File: src/rtl/ram_word_gen_pkg.sv
// ----------------------------------------------------------------------------
// ram_word_gen_pkg
//   Shared definitions for the RAM / word-generator block.
//   Holds the default geometry (address and word widths), the derived
//   memory depth, and convenience typedefs for words and addresses at the
//   default geometry.
// ----------------------------------------------------------------------------
package ram_word_gen_pkg;

    localparam int ADDR_W_DEF = 2;
    localparam int WORD_W_DEF = 3;
    localparam int DEPTH_DEF  = 1 << ADDR_W_DEF;

    typedef logic [WORD_W_DEF-1:0] word_t;
    typedef logic [ADDR_W_DEF-1:0] addr_t;

endpackage : ram_word_gen_pkg

File: src/rtl/ram_word_gen_src.sv
// ----------------------------------------------------------------------------
// ram_word_gen_src
//   Word generator feeding the RAM write port. A rising edge on the level
//   input gen_next advances the output word by one, wrapping modulo
//   2**WORD_W. A level held high advances only once.
//
// Ports
//   clk       in   system clock, rising edge
//   rst       in   synchronous reset, active-high
//   gen_next  in   advance request (level, edge-detected here)
//   data      out  current generator word (registered)
// ----------------------------------------------------------------------------
module ram_word_gen_src
    import ram_word_gen_pkg::*;
#(
    parameter int WORD_W = WORD_W_DEF
) (
    input  logic              clk,
    input  logic              rst,
    input  logic              gen_next,
    output logic [WORD_W-1:0] data
);

    logic gen_next_q;
    logic gen_rise;

    assign gen_rise = gen_next & ~gen_next_q;

    always_ff @(posedge clk) begin
        if (rst) begin
            gen_next_q <= 1'b0;
            data       <= '0;
        end else begin
            gen_next_q <= gen_next;
            // Natural overflow of the WORD_W-bit add gives the modulo wrap.
            if (gen_rise) begin
                data <= data + WORD_W'(1);
            end
        end
    end

endmodule : ram_word_gen_src

File: src/rtl/ram_word_gen.sv
// ----------------------------------------------------------------------------
// ram_word_gen
//   Small synchronous single-port RAM whose write data always comes from an
//   on-chip word generator. Used as the storage block exercised by the RAM
//   BIST environment.
//
// Ports
//   clk         in   system clock, rising edge
//   rst         in   synchronous reset, active-high; clears memory too
//   address     in   word address for read and write
//   cs          in   chip select; qualifies we and oe
//   we          in   write enable: mem[address] <= data
//   oe          in   output enable: dout <= mem[address] (only when we=0)
//   gen_next    in   generator advance request (edge-detected)
//   data        out  current generator word = RAM write data
//   dout        out  last word read; holds between reads
//   dout_valid  out  one-cycle pulse marking a fresh dout
// ----------------------------------------------------------------------------
module ram_word_gen
    import ram_word_gen_pkg::*;
#(
    parameter int ADDR_W = ADDR_W_DEF,
    parameter int WORD_W = WORD_W_DEF
) (
    input  logic              clk,
    input  logic              rst,
    input  logic [ADDR_W-1:0] address,
    input  logic              cs,
    input  logic              we,
    input  logic              oe,
    input  logic              gen_next,
    output logic [WORD_W-1:0] data,
    output logic [WORD_W-1:0] dout,
    output logic              dout_valid
);

    localparam int DEPTH = 1 << ADDR_W;

    logic [WORD_W-1:0] mem [DEPTH];
    logic              wr_en;
    logic              rd_en;

    ram_word_gen_src #(
        .WORD_W (WORD_W)
    ) u_src (
        .clk      (clk),
        .rst      (rst),
        .gen_next (gen_next),
        .data     (data)
    );

    // Write wins over read when both are strobed in the same cycle.
    assign wr_en = cs & we;
    assign rd_en = cs & oe & ~we;

    // data is a register, so the word written here is the pre-edge value even
    // when the generator steps on the same edge.
    always_ff @(posedge clk) begin
        if (rst) begin
            for (int i = 0; i < DEPTH; i++) begin
                mem[i] <= '0;
            end
            dout       <= '0;
            dout_valid <= 1'b0;
        end else begin
            if (wr_en) begin
                mem[address] <= data;
            end
            if (rd_en) begin
                dout <= mem[address];
            end
            dout_valid <= rd_en;
        end
    end

endmodule : ram_word_gen

File: config.mk
export PLATFORM = sky130hd
export DESIGN_NAME = ram_word_gen
export DESIGN_NICKNAME = d
export VERILOG_FILES = /design/src/rtl/ram_word_gen_pkg.sv /design/src/rtl/ram_word_gen_src.sv /design/src/rtl/ram_word_gen.sv
export SDC_FILE = /design/constraint.sdc
export NUM_CORES = 1
export LEC_CHECK = 0
export BUFFER_PORTS_ARGS = -buffer_cell sky130_fd_sc_hd__buf_4
export CAP_MARGIN = 20
export CORE_UTILIZATION = 32
export CTS_CLUSTER_SIZE = 14
export DETAILED_ROUTE_END_ITERATION = 10
export GPL_ROUTABILITY_DRIVEN = 0
export SYNTH_ARGS = -nofsm -noshare
export SYNTH_HDL_FRONTEND = slang
export SYNTH_SLANG_ARGS = --single-unit
File: constraint.sdc
create_clock -name clk -period 2.1 [get_ports clk]
set_input_delay 0.42 -clock clk [delete_from_list [all_inputs] [get_ports clk]]
set_output_delay 0.42 -clock clk [all_outputs]
set_load 0.005 [all_outputs]
# [Yosys cells after proc, flatten, opt, wreduce, memory -nomap -nowiden]
# Memory sizes are Yosys's and may differ from the RTL's. A register that Yosys moved wholly into a read port is not among the register bits.
# Cells that the tools add are included.
[totals] output_inout_bits=7 wordCells=20 ff_bits=5 memories=1 mem_bits_rw=12 input_bits=8
[classes] muxes=8 reduce_logical=1 bitwise=6 add_sub_neg=1
[mem_list] name="mem" words=4 width=3 rd=1 rd_clocked_by_memory_dff=1 write_ports=4 line="ram_word_gen.sv:39" source="logic [WORD_W-1:0] mem [DEPTH];"
[ops] operator="$mux W1" n=6
[ops] operator="$and A1 B1 Y1" n=4
[ops] operator="$add A3 B1 Y3 const B" n=1
[ops] operator="$mux W3" n=1
[ops] operator="$reduce_or A3 Y1" n=1
[ops] operator="$mux W2" n=1
[ops] operator="$not A1 Y1" n=2

# [Logic depth before layout (Yosys ltp)]
# Gate-level depths: netlist of the first run.
[depth] ltp_word=6 depth_mapped=4 depth_no_buf=4

# [Hierarchy]
# A second synthesis of the first run with hierarchy kept.
[hier_totals] cells_unflattened=66 hier_area_um2=899.6
[by_module_without_submodules] mod="ram_word_gen" cells_each=52 seq_area_each_um2=440.4 instances=1 area_each_um2=740.7
[by_module_without_submodules] mod="ram_word_gen_src" cells_each=14 seq_area_each_um2=80.1 instances=1 area_each_um2=158.9

# [Least setup slack after synthesis of the first run]
# Ideal clock, no wire load.
[synth_timing] path_type="input to register" start="input port address[0]" end="register dout[0] (read register of mem)" stages=4 setup_time_ps=127 required_ps=1973 slack_ps=811 t_arrival_ps=1163 path_buffers=1 cell_sequence="buf_6 mux4_2 mux2i_1 nor2_1"
[synth_rtl] item="start: declaration" line="ram_word_gen.sv:27" source="input logic [ADDR_W-1:0] address,"
[synth_rtl] item="end: declaration" line="ram_word_gen.sv:33" source="output logic [WORD_W-1:0] dout,"

# [Final worst setup path of the first run]
[layout_timing] start="register u_src.data[0]" end="output port data[0]"
[layout_rtl] item="start: declaration" line="ram_word_gen_src.sv:21" source="output logic [WORD_W-1:0] data"
[layout_rtl] item="start signal: assignment" line="ram_word_gen_src.sv:37" source="data <= data + WORD_W'(1);"
[layout_rtl] item="end: declaration" line="ram_word_gen.sv:32" source="output logic [WORD_W-1:0] data,"
# No word-level cell between the ends.

==> flow_metrics.tcl, run 1 <==
set metrics [dict create \
    status "finished clean" \
    path_class "flip-flop to output pin" \
    critPathMaxStageDelay_ns 0.49 \
    cp_top_family "flip-flops" \
    yosysTopAreaCell "edfxtp_1" \
    synth_area_um2 876 \
    hp-class "input pin to flip-flop" \
    slowest_stage "dfxtp_1" \
    cts_tree "built" \
    whs_ns 0.352 \
    min_period_ns 1.37 \
    synth_nets 75 \
    root_buffer "clkbuf_4" \
    die-area_um2 2950 \
    skew_ns 0.00459 \
    power_density_nw_per_um2 669 \
    core.rowCount 18 \
    synthFlopType "edfxtp_1" \
    synthDistinctLibCells 20 \
    coreArea_um2 2520 \
    cts.clk_slew.worst_paths_ns 0.11 \
    vias 531 \
    required_ns 1.68 \
    synth-seq-cells 20 \
    start_util_pct 34.7 \
    die_h_um 54.3 \
    seqCellArea_um2 520 \
    syn_area_per_cell_um2 13.3 \
    cts_hold_buf 0 \
    dr.pass1.iters 2 \
    antenna_left 0 \
    routed_wl_um 1450 \
    cp-end-kind "output pin" \
    final_layout_size_suffix_gt1_share_pct 29.6 \
    setup_viol 0 \
    clk_latency_ns 0.29 \
    synthCells 66 \
    diodes 0 \
    synth_common_cells "and2_1 (12), edfxtp_1 (12), nor2_1 (9)" \
    wl_per_cell_um 13.0 \
    slew_headroom_pct 79.7 \
    cp-start-kind "flip-flop" \
    ir_drop_uv 498 \
    ys_warn_count 0 \
    fin_crit_sh_pct 65.2 \
    track_usage_pct 11.8 \
    drv_slew 0 \
    post_cts_buffers 0 \
    pre_cts_ws_ns 0.547 \
    hold_viol_final 0 \
    cts_made_buffers 3 \
    drcViolationCount 0 \
    yosys-top-cells-area "edfxtp_1 (41%), dfxtp_1 (18%), and2_1 (8.6%), mux4_2 (7.7%), mux2i_1 (4.6%)" \
    multi_input_area_um2 340 \
    crit_buf_inv 1 \
    fin_area_um2 1030 \
    initialDrtViolationCount 2 \
    n_fill_cell 249 \
    place_area_um2 1000 \
    timing.final.ws_setup_ns 0.731 \
    grt_overflow 0 \
    cp.arrival_ns 0.95 \
    io_buffers 14 \
    grt_max_degree 15 \
    viasPerCell 4.78 \
    post-dp-hpwl_um 1080 \
    io_pins 15 \
    fin_util_pct 40.7 \
    worst-r2r-setup-slack_ns 0.95 \
    grt_pass1_wl_um 2280 \
    syn_to_final_growth_pct 17.1 \
    cts-htree-levels 1 \
    fin_setup_tns_ns 0 \
    cts.sinks 20 \
    synth_top_area_share_pct 41.1 \
    die_w_um 54.3 \
    p_leak_nw 0.423 \
    async_reset_ff_share_pct 0 \
    worstMarginPinSlew_ns 0.304 \
    maxCapViolCount 0 \
    clk_path_buf_depth 2 \
    path_max_fanout 7 \
    rsz0062_at_grt "no" \
    grt_pass1_vias 495 \
    antenna_found_initial 0 \
    ctsResizeCount 0 \
    fin_nets 92 \
    max_freq_ghz 0.731 \
    cp_cell_sequence "buf_4" \
    synth_edf_count 12 \
    yosysSeqAreaShare_pct 59.4 \
]
kinds of logic (layout without fill, tap and decap cells):
group                    after synthesis  after routing  share of synthesized area [%]
XOR/XNOR                               2              2                           2.00
adder cells (fa/ha/maj)                1              1                           1.43
buffers and inverters                  2             17                           1.71
AND/OR/NAND/NOR                       32             32                           21.0
AO/OA/AOI/OAI                          2              2                           2.14
multiplexers                           7              7                           12.3
flip-flops                            20             20                           59.4
cell type report:
cell class                 instances  area share [%]
timing repair buffer              14            10.2
multi-input combinational         44            33.2
clock buffer                       3            2.20
tap                               30            3.66
sequential                        20            50.7
routing by layer:
layer / global-route usage, % / vias up / part of all wire, %
met5: 0 / - / 0
met4: 2.56 / 0 / 0
met3: 5.83 / 0 / 6.7
met2: 17.9 / 18 / 46
met1: 15.1 / 250 / 47
li1: - / 263 / -
state kept, by name (all words and copies together), names as in the netlist:
signal and flops:
dout 3, dout_valid 1, mem 12, u_src.data 3, u_src.gen_next_q 1
power by group:
group	internal, mW	total [mW]	switching [mW]
clock network	0.0667	0.174	0.107
registers	0.432	0.444	0.0121
logic	0.0385	0.0685	0.0300
path summary, 6_finish.rpt:
kind,from,end,cells after the start
hold / removal,gen_next,u_src.gen_next_q,2
setup / recovery,u_src.data[0],data[0],1
hold reg to reg,dout[1],dout[1],2
setup reg to reg,mem[2][0],dout[0],3
metrics by stage:
stage | std cells | power (mW)
floorplan | 66 | 0.490
global placement | 108 | 0.522
detailed placement | 108 | 0.522
CTS | 111 | 0.696
global route | 111 | 0.723
finish | 111 | 0.686
worst reg2reg max path, stage by stage (launching register included):
cell      delay (ns)
edfxtp_1        0.40
mux4_2          0.46
mux2i_1         0.13
nor2_1          0.05
cell usage in the layout (no fill, tap or decap):
cell type  synthesis  final
buf_4              0     14
and2_1            12     12
edfxtp_1          12     12
nor2_1             9      9
dfxtp_1            8      8
mux2i_1            4      4
nand3b_1           3      3
mux4_2             3      3
clkbuf_4           0      3
or2_2              2      2
nor2b_1            2      2
nand2_1            1      1
nor3_1             1      1
nor3b_2            1      1
a41o_2             1      1
nand2b_1           1      1
o21bai_1           1      1
xnor2_1            1      1
xor2_1             1      1
ha_1               1      1
Power figures use the tool's default switching activity.
==> run 2, diff against run 1 <==
Clock period 2.1 ns to 1.4 ns, I/O delays scaled along.
==> flow_metrics.tcl, run 2 (synthesized netlist as in run 1, its figures left out) <==
set metrics [dict create \
    slew_headroom_pct 80.6 \
    syn_to_final_growth_pct 22.3 \
    largest_reg_flops 12 \
    post_cts_buffers 0 \
    initialDrtViolationCount 6 \
    cts.clk_slew.worst_paths_ns 0.12 \
    r2r-start "mem[2][0]" \
    min_period_ns 1.25 \
    track_usage_pct 11.8 \
    path_class "flip-flop to output pin" \
    core.rowCount 18 \
    hp-class "input pin to flip-flop" \
    placed_cells 110 \
    critPathMaxStageDelay_ns 0.50 \
    die_h_um 54.3 \
    routed_wl_um 1490 \
    reg_top3 "mem: 12 flops, dout: 3 flops, u_src.data: 3 flops" \
    cp-end-kind "output pin" \
    maxCapViolCount 0 \
    slowest_stage "dfxtp_1" \
    fin_setup_tns_ns 0 \
    cp_cell_sequence "buf_4" \
    cp.arrival_ns 0.97 \
    worstMarginPinSlew_ns 0.291 \
    fin_util_pct 42.5 \
    setup.worst_path.start "u_src.data[0]" \
    clk_latency_ns 0.30 \
    regMostFlops "mem" \
    cp-start-kind "flip-flop" \
    antenna_found_initial 0 \
    endpoint "data[0]" \
    hold_viol_final 0 \
    fin_area_um2 1070 \
    p_leak_nw 0.448 \
    place_area_um2 1020 \
    cts_hold_buf 0 \
    worstReg2RegEnd "dout[0]" \
    root_buffer "clkbuf_4" \
    rsz0062_at_grt "no" \
    cts-htree-levels 1 \
    io_pins 15 \
    timing.final.ws_setup_ns 0.154 \
    ctsResizeCount 0 \
    fin_nets 94 \
    status "finished clean" \
    cts.sinks 20 \
    cp.depth 1 \
    cp_top_family "flip-flops" \
    post-dp-hpwl_um 1150 \
    worst-r2r-setup-slack_ns 0.24 \
    vias 529 \
    path_max_fanout 7 \
    cts_tree "built" \
    drv_slew 0 \
    die_w_um 54.3 \
    setup_viol 0 \
    grt_pass1_vias 499 \
    grt_max_degree 14 \
    cts_made_buffers 3 \
    layout_common_cells "buf_4 (16), and2_1 (12), edfxtp_1 (12), nor2_1 (9), dfxtp_1 (8)" \
    final_layout_size_suffix_gt1_share_pct 32.1 \
    start_util_pct 34.7 \
    grt_overflow 0 \
    viasPerCell 4.64 \
    skew_ns 0.0136 \
    power_density_nw_per_um2 1160 \
    clk_path_buf_depth 2 \
    die-area_um2 2950 \
    ir_drop_uv 1120 \
    fin_crit_sh_pct 89.0 \
    final_common_cell "buf_4" \
    required_ns 1.12 \
    antenna_left 0 \
    p_total_mw 1.24 \
    io_buffers 14 \
    fin_cells 114 \
    grt_pass1_wl_um 2330 \
    wl_per_cell_um 13.1 \
    drcViolationCount 0 \
    max_freq_ghz 0.803 \
    worstRegToRegCells 3 \
    diodes 0 \
    crit_buf_inv 1 \
    pre_cts_ws_ns 0.0847 \
    dr.pass1.iters 3 \
    whs_ns 0.201 \
    coreArea_um2 2520 \
]
run 2: cell count changes in the layout (fill, tap and decap cells not counted), sizes merged:
cell    before  now
buf         14   16
bufinv       0    1
run 2: routing by layer:
metal	global-route usage [%]	vias to the layer above	share of wire (%)
met4	1.28	0	0
li1	-	266	-
met2	19.5	17	45
met1	14.7	246	49
met3	5.28	0	5.8
met5	0	-	0
run 2: worst min path at each step:
stage / startpoint / to / slack [ns] / cells past startpoint
global route: gen_next / u_src.gen_next_q / 0.20 / 2
global placement: dout[1] / dout[1] / 0.48 / 2
floorplan: rst / u_src.gen_next_q / 0.35 / 1
CTS: gen_next / u_src.gen_next_q / 0.20 / 2
finish: gen_next / u_src.gen_next_q / 0.20 / 2
detailed placement: dout[1] / dout[1] / 0.51 / 2
run 2: cell type report:
class / instances / area (um^2)
Clock buffer: 3 / 22.5
Clock inverter: 1 / 30.0
Fill cell: 243 / 1450
Multi-Input combinational cell: 44 / 340
Sequential cell: 20 / 520
Tap cell: 30 / 37.5
Timing Repair Buffer: 16 / 120
run 2: power by group:
part | total [mW] | switching (mW) | internal [mW]
clock network | 0.468 | 0.179 | 0.289
logic | 0.106 | 0.0460 | 0.0599
registers | 0.666 | 0.0186 | 0.648
total | 1.24 | 0.244 | 0.997
==> run 3, diff against run 2 <==
Settings changed: PLACE_DENSITY from default to 0.53.
==> flow_metrics.tcl, run 3 (synthesized netlist as in run 1, its figures left out) <==
set metrics [dict create \
    status "finished clean" \
    skew_ns 0.00999 \
    fin_setup_tns_ns 0 \
    cp-end-kind "output pin" \
    maxCapViolCount 0 \
    final_layout_size_suffix_gt1_share_pct 31.3 \
    antenna_found_initial 0 \
    hold_viol_final 0 \
    routed_wl_um 1600 \
    path_max_fanout 7 \
    rsz0062_at_grt "no" \
    root_buffer "clkbuf_4" \
    track_usage_pct 12.7 \
    cts.sinks 20 \
    cts_made_buffers 3 \
    largest_reg_flops 12 \
    wl_per_cell_um 14.2 \
    slowest_stage "dfxtp_1" \
    post_cts_buffers 0 \
    cts-htree-levels 1 \
    timing.final.ws_setup_ns 0.174 \
    layout_common_cells "buf_4 (15), and2_1 (12), edfxtp_1 (12), nor2_1 (9), dfxtp_1 (8)" \
    max_freq_ghz 0.816 \
    die_w_um 54.3 \
    fin_cells 113 \
    syn_to_final_growth_pct 21.4 \
    setup_viol 0 \
    n_fill_cell 254 \
    fin_nets 93 \
    initialDrtViolationCount 10 \
    start_util_pct 34.7 \
    post-dp-hpwl_um 1170 \
    worstMarginPinSlew_ns 0.329 \
    min_period_ns 1.23 \
    diodes 0 \
    die_h_um 54.3 \
    ir_drop_uv 798 \
    slew_headroom_pct 78.0 \
    grt_pass1_vias 516 \
    clk_path_buf_depth 2 \
    cts_hold_buf 0 \
    crit_buf_inv 1 \
    dr.pass1.iters 3 \
    critPathMaxStageDelay_ns 0.48 \
    drcViolationCount 0 \
    ctsResizeCount 0 \
    required_ns 1.12 \
    cp_top_family "flip-flops" \
    worst-r2r-setup-slack_ns 0.24 \
    cp_cell_sequence "buf_4" \
    path_class "flip-flop to output pin" \
    grt_max_degree 14 \
    power_density_nw_per_um2 1180 \
    p_total_mw 1.25 \
    hp-class "input pin to flip-flop" \
    vias 538 \
    cp.arrival_ns 0.95 \
    cts.clk_slew.worst_paths_ns 0.11 \
    reg_top3 "mem: 12 flops, dout: 3 flops, u_src.data: 3 flops" \
    grt_pass1_wl_um 2460 \
    core.rowCount 18 \
    clk_latency_ns 0.31 \
    pre_cts_ws_ns 0.0622 \
    final_common_cell "buf_4" \
    grt_overflow 0 \
    cts_tree "built" \
    antenna_left 0 \
    fin_crit_sh_pct 87.6 \
    io_pins 15 \
    die-area_um2 2950 \
    drv_slew 0 \
    place_area_um2 1010 \
    io_buffers 14 \
    regMostFlops "mem" \
    cp-start-kind "flip-flop" \
    coreArea_um2 2520 \
    fin_area_um2 1060 \
    viasPerCell 4.76 \
    placed_cells 109 \
    p_leak_nw 0.442 \
]
==> run 3: layout make-up <==
cell class / instances / area, um^2 / area share [%]
Timing Repair Buffer: 15 / 113 / 10.6
Clock buffer: 3 / 22.5 / 2.12
Tap cell: 30 / 37.5 / 3.53
Clock inverter: 1 / 30.0 / 2.82
Multi-Input combinational cell: 44 / 340 / 32.0
Sequential cell: 20 / 520 / 48.9
==> run 3: where the power goes <==
part,total (mW),switching (mW),internal [mW]
clock network,0.480,0.191,0.289
registers,0.666,0.0179,0.648
logic,0.106,0.0467,0.0593
total,1.25,0.255,0.997
==> run 3: through the flow <==
step / hold WS [ns] / util [%]
final: 0.198 / 42.2
after global routing: 0.204 / 42.2
after CTS: 0.190 / 42.2
after detailed placement: 0.492 / 40.1
after global placement: 0.481 / 40.1
after floorplan: 0.352 / -
==> run 3: worst paths after layout <==
path,startpoint,endpoint,cells past startpoint
worst max-delay path,u_src.data[0],data[0],1
worst min register to register,dout[0],dout[0],2
worst max register to register,mem[3][1],dout[1],3
worst min-delay path,gen_next,u_src.gen_next_q,2
==> run 3: routing by layer <==
metal,global-route usage [%],share of wire [%],vias up
li1,-,-,267
met1,16.2,48,255
met2,20.1,47,16
met3,6.11,5.6,0
met4,1.28,0,0
met5,0,0,-
